--- config.mk ---
export PLATFORM = sky130hd
export DESIGN_NAME = wptr_full_ctrl
export DESIGN_NICKNAME = d
export VERILOG_FILES = /design/src/rtl/jtag_types_pkg.sv /design/src/rtl/flex_bin2gray.sv /design/src/rtl/wptr_full_ctrl.sv
export SDC_FILE = /design/constraint.sdc
export NUM_CORES = 1
export LEC_CHECK = 0
export BUFFER_PORTS_ARGS = -buffer_cell sky130_fd_sc_hd__buf_4
export CAP_MARGIN = 20
export CORE_MARGIN = 1
export CORE_UTILIZATION = 49
export CTS_CLUSTER_SIZE = 10
export DETAILED_ROUTE_END_ITERATION = 10
export PLACE_DENSITY = 0.76
export REMOVE_ABC_BUFFERS = 1
export SETUP_SLACK_MARGIN = 0.05
export SKIP_LAST_GASP = 1
export SLEW_MARGIN = 30
export SYNTH_ARGS = -nofsm -noshare
export SYNTH_HDL_FRONTEND = slang
export SYNTH_SLANG_ARGS = --single-unit
--- constraint.sdc ---
create_clock -name wclk -period 3.4 [get_ports wclk]
set_clock_uncertainty 0.1 [all_clocks]
set_input_delay 0.17 -clock wclk [delete_from_list [all_inputs] [get_ports wclk]]
set_output_delay 0.17 -clock wclk [all_outputs]
set_load 0.02 [all_outputs]
--- src/rtl/jtag_types_pkg.sv ---
// Shared types and helpers for the JTAG/SoC async FIFO crossing.
package jtag_types_pkg;

  typedef struct packed {
    logic full;
    logic afull;
    logic overflow;
  } wptr_flags_t;

  // Usable in localparam expressions to size the FIFO from its address width.
  function automatic int fifo_depth(input int addr_width);
    return 1 << addr_width;
  endfunction

endpackage

--- src/rtl/flex_bin2gray.sv ---
// Width-generic binary<->Gray converter; BIN2GRAY=1 encodes, BIN2GRAY=0 decodes.
module flex_bin2gray #(
  parameter int W        = 5,
  parameter bit BIN2GRAY = 1'b1
) (
  input  logic [W-1:0] din,
  output logic [W-1:0] dout
);

  assign dout[W-1] = din[W-1];

  generate
    for (genvar gi = 0; gi < W - 1; gi++) begin : g_bit
      if (BIN2GRAY) begin : g_enc
        assign dout[gi] = din[gi] ^ din[gi+1];
      end else begin : g_dec
        // Each binary bit is the XOR of all Gray bits at or above it.
        assign dout[gi] = ^din[W-1:gi];
      end
    end
  endgenerate

endmodule

--- src/rtl/wptr_full_ctrl.sv ---
// Write-side pointer/flag controller of the async FIFO.
// Optional build macro WPTR_AFULL_EN adds the afull_thresh port and almost-full comparator.
module wptr_full_ctrl
  import jtag_types_pkg::*;
#(
  parameter int ADDR_WIDTH = 4
) (
  input  logic                  wclk,
  input  logic                  w_rst,
  input  logic                  winc,
  input  logic [ADDR_WIDTH:0]   sync_rptr,
`ifdef WPTR_AFULL_EN
  input  logic [ADDR_WIDTH:0]   afull_thresh,
`endif
  input  logic                  ovf_clr,
  output logic [ADDR_WIDTH-1:0] waddr,
  output logic                  wen,
  output logic [ADDR_WIDTH:0]   wptr,
  output logic                  full,
  output logic [ADDR_WIDTH:0]   wcount,
  output logic                  afull,
  output logic                  overflow
);

  localparam int PW    = ADDR_WIDTH + 1;
  localparam int DEPTH = fifo_depth(ADDR_WIDTH);
  localparam logic [PW-1:0] DEPTH_P = PW'(DEPTH);

  logic [PW-1:0] wbin_reg;
  logic [PW-1:0] wbin_next;
  logic [PW-1:0] wgray_next;
  logic [PW-1:0] wptr_reg;
  logic [PW-1:0] wcount_reg;
  logic [PW-1:0] rbin;
  logic [PW-1:0] lvl_next;
  wptr_flags_t   flags_reg;
  wptr_flags_t   flags_next;

  flex_bin2gray #(.W(PW), .BIN2GRAY(1'b1)) u_wptr_enc (
    .din  (wbin_next),
    .dout (wgray_next)
  );

  flex_bin2gray #(.W(PW), .BIN2GRAY(1'b0)) u_rptr_dec (
    .din  (sync_rptr),
    .dout (rbin)
  );

  assign wen       = winc && !flags_reg.full;
  assign wbin_next = wbin_reg + PW'(wen);
  // Level against the current synchronised read pointer; wraps mod 2**PW.
  assign lvl_next  = wbin_next - rbin;

  always_comb begin
    flags_next       = flags_reg;
    flags_next.full  = (lvl_next == DEPTH_P);
`ifdef WPTR_AFULL_EN
    flags_next.afull = (lvl_next >= afull_thresh);
`else
    flags_next.afull = 1'b0;
`endif
    // A dropped write sets overflow and wins over a same-cycle clear.
    if (winc && flags_reg.full) begin
      flags_next.overflow = 1'b1;
    end else if (ovf_clr) begin
      flags_next.overflow = 1'b0;
    end
  end

  always_ff @(posedge wclk) begin
    if (w_rst) begin
      wbin_reg   <= '0;
      wptr_reg   <= '0;
      wcount_reg <= '0;
      flags_reg  <= '0;
    end else begin
      wbin_reg   <= wbin_next;
      wptr_reg   <= wgray_next;
      wcount_reg <= lvl_next;
      flags_reg  <= flags_next;
    end
  end

  assign waddr    = wbin_reg[ADDR_WIDTH-1:0];
  assign wptr     = wptr_reg;
  assign wcount   = wcount_reg;
  assign full     = flags_reg.full;
  assign afull    = flags_reg.afull;
  assign overflow = flags_reg.overflow;

endmodule

==> run_results.csv <==
group,metric,value,unit
place,io_buffers,25,
global_route,grt.total_usage,18.7,%
yosys,synthesis.area,891,um2
place,hpwl,1.32,mm
timing,timing.final.crit_share,77.5,%
worst_hold_path,hold_path_depth,3,
cts,clkSlewWorstSetupHoldPaths,90,ps
finish,fin_nets,131,
drt,dr.pass1.iters,4,
timing,slew_violations,0,
global_route,grt_pass1_wl,2.64,mm
finish,drive_gt1_share,32.2,%
timing,max_freq,379,MHz
finish,diodes,0,
worst_setup_path,reg2reg_slack,760,ps
floorplanning,core-area,0.00171,mm2
drt,wirelength,1.67,mm
cts,clockBufferDepth,2,
timing,slew_headroom,63.4,%
yosys,ys_types,30,
floorplanning,io_pins,27,
drt,drcViolationCount,0,
cts,cts.sinks,16,
global_route,antenna_found_initial,0,
pwr,finalPower,586,uW
cts,htreeDepth,1,
worst_setup_path,critPathLaunchType,"flop",
global_route,grt_max_degree,16,
place,place_inst,136,
yosys,yosys_warnings,0,
pwr,peakVddDrop,289,uV
drt,wire_per_inst,11.9,um
cts,cts_tree,"yes",
floorplanning,fp.dieW,44.6,um
yosys,seq_area_frac_synth,36.0,%
cts,cts-root-buf,"clkbuf_4",
worst_hold_path,hold_class,"input port to flop",
cts,clkLatencyLatePin,280,ps
cts,post_cts_buffers,0,
drt,drtIter0Drc,19,
timing,worst_slack,764,ps
timing,min_period,2640,ps
cts,cts_hold_buffers,0,
worst_hold_path,min_from,"ovf_clr",
global_route,gr-total-overflow,0,
finish,stdcell_count,140,
worst_setup_path,crit_fanout,8,
floorplanning,start_util,52.2,%
worst_setup_path,cp.required,3500,ps
yosys,yosysTopAreaCell,"dfxtp_1",
yosys,synth_top_area_share,36.0,%
worst_setup_path,path_class,"flop to flop",
timing,whs,36.8,ps
pwr,power.density,513,mW/mm2
yosys,ys_seq_elements,16,
run,cap_violations,0,
place,dp_slack,642,ps
floorplanning,num_rows,15,
outcome,status,"complete, no violations",
place,placed_area,0.00110,mm2
drt,dr_total_vias,695,
timing,setup_viol,0,
worst_hold_path,hold_path_end,"overflow",
worst_setup_path,crit_start,"full",
timing,worst_pin_slew,544,ps
timing,rsz0062_at_grt,"no",
floorplanning,die-height,44.6,um
finish,fin_util,66.8,%
pwr,p_leak,0.525,nW
yosys,syn_area_per_cell,10.1,um2
floorplanning,die-area,0.00199,mm2
worst_setup_path,r2r.worst_path.cells,10,
worst_setup_path,worstSetupEndpointType,"flop",
global_route,grt_pass1_vias,595,
finish,design_area,0.00114,mm2
cts,cts_made_buffers,3,
cts,cts_resized,0,
drt,ant_nets,0,
worst_setup_path,reg2reg_to,"full",
yosys,synth_top_cells_by_area,"dfxtp_1 (36%), ha_1 (8.4%), xnor2_1 (7.9%)",
timing,setup_tns,0,ps
worst_setup_path,cp_data_arrival_time,2740,ps
drt,via_per_inst,4.96,
finish,area.growth.synth_to_final,28.1,%
worst_setup_path,r2r-start,"full",
timing,final_hold_viol_count,0,
place,gp_congestion,0.891,
yosys,syn_inst,88,
## worst max-delay path by stage
stage,end,slack (ps),cells after the start
floorplan,full,480,9
global placement,full,740,10
detailed placement,full,640,10
CTS,full,760,10
global route,full,630,10
finish,full,760,10
## area by class of cell
cell class              count  area [um2]
well taps                  25        31.3
inverters                   4        15.0
clock buffers               4        36.3
repair buffers             27         203
fillers                   139         567
flip-flops and latches     16         320
multi-input cells          64         536
## power breakdown
| group | leakage [nW] | internal, mW | switching, mW | total (mW) |
|---|---|---|---|---|
| clock | 0.0210 | 0.0651 | 0.0571 | 0.122 |
| sequential | 0.131 | 0.211 | 0.00798 | 0.219 |
| combinational | 0.373 | 0.115 | 0.130 | 0.245 |
| total | 0.525 | 0.391 | 0.195 | 0.586 |
## synthesized netlist by cell type
library cell / n
xnor3_2: 1
and2_2: 1
or3b_1: 1
inv_1: 4
nand2b_1: 1
nor4_1: 1
and2_1: 3
nand2_1: 1
nor2_1: 10
a211oi_1: 1
xor2_1: 6
dfxtp_1: 16
buf_4: 1
nor2b_1: 3
xor2_2: 1
o31a_1: 1
and4b_1: 3
buf_2: 1
ha_1: 6
nor4_2: 1
conb_1: 1
nor4b_1: 1
nand3_1: 3
o211ai_1: 1
a21oi_1: 2
o41a_1: 1
a2111oi_4: 2
xnor2_1: 8
nor3_1: 4
clkbuf_1: 2
## per-layer routing
layer  global-route usage, %  share of wire, %  vias to the layer above
met5                       0                 0                        -
met4                    9.09               1.9                        0
met3                    4.90               5.0                        4
met2                    29.1                47                       25
met1                    23.8                46                      310
li1                        -                 -                      356
## layout by cell type, fill, tap and decap left out, types with 3 or more instances in the layout
cell,n
buf_4,27
dfxtp_1,16
nor2_1,10
xnor2_1,8
xor2_1,6
ha_1,6
inv_1,4
nor3_1,4
nand3_1,3
nor2b_1,3
and4b_1,3
and2_1,3
clkbuf_4,3
## cells by family (layout without fill, tap and decap cells)
group	Yosys count	in the layout	synth area share (%)
simple gates	33	33	21.8
buf+inv	8	35	3.93
compound gates	8	8	11.2
other cells	1	1	0.421
flops	16	16	36.0
xor+xnor	16	16	18.3
fa+ha+maj	6	6	8.43
## critical path: stages (launching register included)
cell	delay (ps)
dfxtp_1	360
nor2b_1	70
ha_1	210
ha_1	210
xor2_1	160
buf_4	170
ha_1	340
and2_2	220
a2111oi_4	350
xnor2_1	140
nor4_2	210
Note: power is estimated with default switching activity, not from simulation.
